### src/rtl/logic_gate_pkg.sv
// Shared definitions for the logic gate unit: op encoding and parameter defaults.
package logic_gate_pkg;

  typedef enum logic [1:0] {
    OP_AND  = 2'b00,
    OP_OR   = 2'b01,
    OP_XOR  = 2'b10,
    OP_NAND = 2'b11
  } op_e;

  localparam int DEF_WIDTH  = 8;
  localparam int DEF_STAGES = 2;
  localparam int COUNT_W    = 16;

endpackage

### src/rtl/lgu_stage.sv
// One elastic pipeline stage: valid bit, result and zero flag, reloaded
// whenever the stage is empty or its contents move on downstream.
module lgu_stage #(
  parameter int WIDTH = 8
) (
  input  logic             clk_i,
  input  logic             rst_n_i,
  input  logic             up_valid_i,
  input  logic [WIDTH-1:0] up_data_i,
  input  logic             up_zero_i,
  input  logic             down_ready_i,
  output logic             valid_o,
  output logic [WIDTH-1:0] data_o,
  output logic             zero_o
);

  logic             valid_q, valid_d;
  logic [WIDTH-1:0] data_q, data_d;
  logic             zero_q, zero_d;
  logic             load;

  // Empty or advancing: the slot is free for whatever upstream offers.
  assign load = ~valid_q | down_ready_i;

  always_comb begin
    valid_d = valid_q;
    data_d  = data_q;
    zero_d  = zero_q;
    if (load) begin
      valid_d = up_valid_i;
      if (up_valid_i) begin
        data_d = up_data_i;
        zero_d = up_zero_i;
      end
    end
  end

  always_ff @(posedge clk_i or negedge rst_n_i) begin
    if (!rst_n_i) begin
      valid_q <= 1'b0;
      data_q  <= '0;
      zero_q  <= 1'b0;
    end else begin
      valid_q <= valid_d;
      data_q  <= data_d;
      zero_q  <= zero_d;
    end
  end

  assign valid_o = valid_q;
  assign data_o  = data_q;
  assign zero_o  = zero_q;

endmodule

### src/rtl/logic_gate_unit.sv
// Pipelined bitwise AND/OR/XOR/NAND unit with valid/ready handshakes.
// Define LOGIC_GATE_UNIT_COUNT_EN to add the saturating op_count output.
module logic_gate_unit
  import logic_gate_pkg::*;
#(
  parameter int WIDTH  = DEF_WIDTH,
  parameter int STAGES = DEF_STAGES
) (
  input  logic             clk,
  input  logic             rst_n,
  input  logic             in_valid,
  output logic             in_ready,
  input  logic [1:0]       op,
  input  logic [WIDTH-1:0] a,
  input  logic [WIDTH-1:0] b,
  output logic             out_valid,
  input  logic             out_ready,
  output logic [WIDTH-1:0] out,
  output logic             out_zero
`ifdef LOGIC_GATE_UNIT_COUNT_EN
  ,
  output logic [COUNT_W-1:0] op_count
`endif
);

  op_e              op_sel;
  logic [WIDTH-1:0] res;
  logic [STAGES:0]  rdy;
  logic [STAGES-1:0] stg_valid;
  logic [STAGES-1:0] stg_zero;
  logic [WIDTH-1:0] stg_data [STAGES];

  assign op_sel = op_e'(op);

  always_comb begin
    res = '0;
    case (op_sel)
      OP_AND:  res = a & b;
      OP_OR:   res = a | b;
      OP_XOR:  res = a ^ b;
      OP_NAND: res = ~(a & b);
      default: res = '0;
    endcase
  end

  // rdy[i]: stage i can take new data. Computed from the registered valids in
  // one block so the ready path is a single ripple rather than a port loop.
  always_comb begin
    rdy[STAGES] = out_ready;
    for (int i = STAGES - 1; i >= 0; i--) begin
      rdy[i] = rdy[i+1] | ~stg_valid[i];
    end
  end

  assign in_ready = rdy[0];

  for (genvar i = 0; i < STAGES; i++) begin : g_stage
    if (i == 0) begin : g_first
      lgu_stage #(.WIDTH(WIDTH)) u_stage (
        .clk_i       (clk),
        .rst_n_i     (rst_n),
        .up_valid_i  (in_valid),
        .up_data_i   (res),
        .up_zero_i   (res == '0),
        .down_ready_i(rdy[i+1]),
        .valid_o     (stg_valid[i]),
        .data_o      (stg_data[i]),
        .zero_o      (stg_zero[i])
      );
    end else begin : g_next
      lgu_stage #(.WIDTH(WIDTH)) u_stage (
        .clk_i       (clk),
        .rst_n_i     (rst_n),
        .up_valid_i  (stg_valid[i-1]),
        .up_data_i   (stg_data[i-1]),
        .up_zero_i   (stg_zero[i-1]),
        .down_ready_i(rdy[i+1]),
        .valid_o     (stg_valid[i]),
        .data_o      (stg_data[i]),
        .zero_o      (stg_zero[i])
      );
    end
  end

  assign out_valid = stg_valid[STAGES-1];
  assign out       = stg_data[STAGES-1];
  assign out_zero  = stg_zero[STAGES-1] & stg_valid[STAGES-1];

`ifdef LOGIC_GATE_UNIT_COUNT_EN
  logic [COUNT_W-1:0] count_q, count_d;

  always_comb begin
    count_d = count_q;
    if (out_valid && out_ready && (count_q != {COUNT_W{1'b1}})) begin
      count_d = count_q + 1'b1;
    end
  end

  always_ff @(posedge clk or negedge rst_n) begin
    if (!rst_n) begin
      count_q <= '0;
    end else begin
      count_q <= count_d;
    end
  end

  assign op_count = count_q;
`endif

endmodule

### config.mk
export PLATFORM = sky130hd
export DESIGN_NAME = logic_gate_unit
export DESIGN_NICKNAME = d
export VERILOG_FILES = /design/src/rtl/logic_gate_pkg.sv /design/src/rtl/lgu_stage.sv /design/src/rtl/logic_gate_unit.sv
export SDC_FILE = /design/constraint.sdc
export NUM_CORES = 1
export LEC_CHECK = 0
export BUFFER_PORTS_ARGS = -buffer_cell sky130_fd_sc_hd__buf_2
export CAP_MARGIN = 20
export CORE_MARGIN = 4
export CORE_UTILIZATION = 40
export CTS_CLUSTER_DIAMETER = 200
export DETAILED_ROUTE_END_ITERATION = 8
export PLACE_DENSITY = 0.68
export SLEW_MARGIN = 20
export SYNTH_ARGS = -nofsm -noshare
export SYNTH_HDL_FRONTEND = slang
export SYNTH_SLANG_ARGS = --single-unit
### constraint.sdc
create_clock -name clk -period 2.8 [get_ports clk]
set_clock_uncertainty 0.05 [all_clocks]
set_input_delay 0.84 -clock clk [delete_from_list [all_inputs] [get_ports clk]]
set_output_delay 0.84 -clock clk [all_outputs]
set_load 0.005 [all_outputs]
==> flow_summary.toml <==
[clock_network]
cts_root_buf = "clkbuf_4"
cts_sinks = 20
clk_latency_ns = 0.30
cts_resized = 0
clk_pin_slew_ns = 0.10
h-tree-depth = 1
clock_path_buffers = 2
post-cts-setup-buffers = 0
cts_tree = "done"
cts_made_buffers = 3
hold_buffers = 0

[synthesis]
ys.warnings.count = 0
synthesis.instances = 133
synth_area_um2 = 1292
synth_area_leaders = "dfrtp_1, ha_1, mux2_2"
ys_async_sr_fraction_pct = 100.0
syn_nets = 171
ys_seq_area_share_pct = 38.72
synth-seq-cells = 20
synth_top_area_cell = "dfrtp_1"
synth_edf_count = 0
ys_types = 27
synth_ff_type = "dfrtp_1"
synth_top_area_share_pct = 38.72
syn_area_per_cell_um2 = 9.718

[floorplanning]
coreArea_um2 = 3078
pin_count = 33
die_y_um = 64.85
num_rows = 20
dieArea_um2 = 4205
start_util_pct = 41.99
chipWidth_um = 64.85

[finish]
regArea_um2 = 500.5
n_antenna_cell = 0
syn2layout_area_growth_pct = 15.59
multiInputGateArea_um2 = 676.9
fillers = 312
layout.cells.non_filler = 207
drive_gt1_share_pct = 30.06
finalNetCount = 203

[setup_path]
cp.required_ns = 1.91
startpoint_type = "input port"
critical_path_class = "in -> out"
crit_slowest_cell = "nand3b_1"
cp_cell_sequence = "buf_2 -> nand3b_1 -> buf_2"
cp-end-kind = "output port"
critPathArrivalTime_ns = 1.29
cpPeakStageDelay_ns = 0.19
path_max_fanout = 3
cp_common_cell = "buf_2"

[power]
switchingPower_mw = 0.2013
power_frac_seq_pct = 53.4
comb_power_share_pct = 27.8
leakage_nw = 0.7634
p_clk_share_pct = 18.7
power.density_nw_per_um2 = 468.4
switching_share_pct = 28.77
irDropWorstVdd_mv = 0.1223
internal_power_mw = 0.4985

[sta]
setup-tns-final_ns = 0
grt_setup_unrepaired = "no"
hold_viol = 0
min_period_over_period_pct = 77.87
tightest_slew_ns = 0.4569
finalCriticalPeriod_ns = 2.180
timing.hold.ws_ns = 0.4117
setup_viol = 0
fmaxAchievable_mhz = 458.7
maxSlewHeadroom_pct = 69.54
drv_slew = 0

[drt]
viasPerCell = 4.865
via_count = 1007
drc = 0
firstDrtPassIters = 2
avgRoutedWirePerCell_um = 11.09
drtIter0Drc = 12
finalWirelength_um = 2296
ant_nets = 0

[grt]
grt_max_degree = 31
grt_pass1_wl_um = 4022
grt_overflow = 0
grt_pass1_vias = 956
antenna_found_initial = 0
grt_usage_pct = 12.18

[placement]
dp.cells = 204
gp_congestion = 0.6924
hpwl_um = 1927
place.port_buffers = 32

[run]
maxCapViolCount = 0

[hold_path]
hold_class = "in -> async"

[status]
status = "completed"
[path summary, 6_finish.rpt]
path	from	end	slack, ns	cells past startpoint
max in group asynchronous	rst_n	g_stage[0].g_first.u_stage.data_o[2]$_DFFE_PN0P_	1.99	1
min reg2reg	g_stage[1].g_next.u_stage.data_o[3]$_DFFE_PN0P_	g_stage[1].g_next.u_stage.data_o[3]$_DFFE_PN0P_	0.45	1
max reg2reg	g_stage[1].g_next.u_stage.valid_o$_DFFE_PN0P_	g_stage[0].g_first.u_stage.zero_o$_DFFE_PN0P_	1.27	5
min in group clk	g_stage[1].g_next.u_stage.data_o[3]$_DFFE_PN0P_	g_stage[1].g_next.u_stage.data_o[3]$_DFFE_PN0P_	0.45	1
max	out_ready	in_ready	0.62	3
min	rst_n	g_stage[1].g_next.u_stage.data_o[7]$_DFFE_PN0P_	0.41	1
[metal layers]
layer	share of wire, %	track usage, %
met3	7.4	3.293
met2	49	20.95
met4	1.6	5.541
met1	42	13.98
met5	0	0
[registers in the layout, summed over array words and instances (netlist names)]
register and flops:
g_stage.g_next.u_stage.zero_o 1, g_stage.g_first.u_stage.valid_o 1, g_stage.g_next.u_stage.valid_o 1, g_stage.g_first.u_stage.data_o 8
g_stage.g_next.u_stage.data_o 8, g_stage.g_first.u_stage.zero_o 1
[cell usage in the layout (no fill, tap or decap), types with 2 or more instances in the layout]
| master | n |
|---|---|
| inv_1 | 19 |
| buf_2 | 32 |
| nor2_1 | 3 |
| dfrtp_1 | 20 |
| o21ai_0 | 11 |
| clkbuf_4 | 3 |
| mux2_2 | 10 |
| a21oi_1 | 4 |
| nand2b_1 | 3 |
| o21ai_1 | 6 |
| nand2_1 | 15 |
| o211ai_1 | 4 |
| ha_1 | 16 |
| nor2b_1 | 2 |
| a211oi_1 | 2 |
| mux2_1 | 3 |
[worst max-delay path: cells and delay by family]
kind | cells | cell delay [ns]
buffers and inverters | 2 | 0.26
AND/OR/NAND/NOR | 1 | 0.19
[cell usage after synthesis (all sizes together), types with 2 or more instances]
cell type / instances
dfrtp: 20
a211oi: 2
nor2: 4
buf: 5
mux2: 13
o211ai: 4
nor2b: 2
o21ai: 17
nand2b: 3
ha: 16
a21oi: 4
nand2: 15
inv: 19
[metrics by stage]
| stage | utilization [%] | instance area, um2 | setup slack [ns] | power [mW] |
|---|---|---|---|---|
| after global placement | 47.80 | 1471 | 0.4860 | 0.5677 |
| after detailed placement | 47.80 | 1471 | 0.4292 | 0.5818 |
| final | 48.54 | 1494 | 0.6198 | 0.6998 |
| after global routing | 48.54 | 1494 | 0.5775 | 0.7541 |
| after CTS | 48.54 | 1494 | 0.6204 | 0.7152 |
| after floorplan | - | 1292 | 0.6430 | 0.4966 |
[layout make-up]
| type | instances | area share, % |
|---|---|---|
| Clock buffer | 3 | 1.508 |
| Inverter | 19 | 4.774 |
| Multi-Input combinational cell | 88 | 45.31 |
| Sequential cell | 20 | 33.50 |
| Tap cell | 44 | 3.685 |
| Timing Repair Buffer | 33 | 11.22 |
[cells by family after synthesis]
kind of cell	Yosys count	synth area share, %
AND/OR/NAND/NOR	27	9.681
flip-flops	20	38.72
multiplexers	14	12.39
AO/OA/AOI/OAI	31	14.81
buffers and inverters	25	8.906
adder cells (fa/ha/maj)	16	15.49
[power by group through the flow]
stage                     clock network (mW)  registers [mW]  logic [mW]
after floorplan                            0           0.380       0.117
after CTS                              0.139           0.376       0.200
final                                  0.131           0.374       0.195
after global placement                     0           0.378       0.190
after detailed placement                   0           0.382       0.200
after global routing                   0.148           0.383       0.223
No activity file was read; power rests on OpenSTA's default activity.
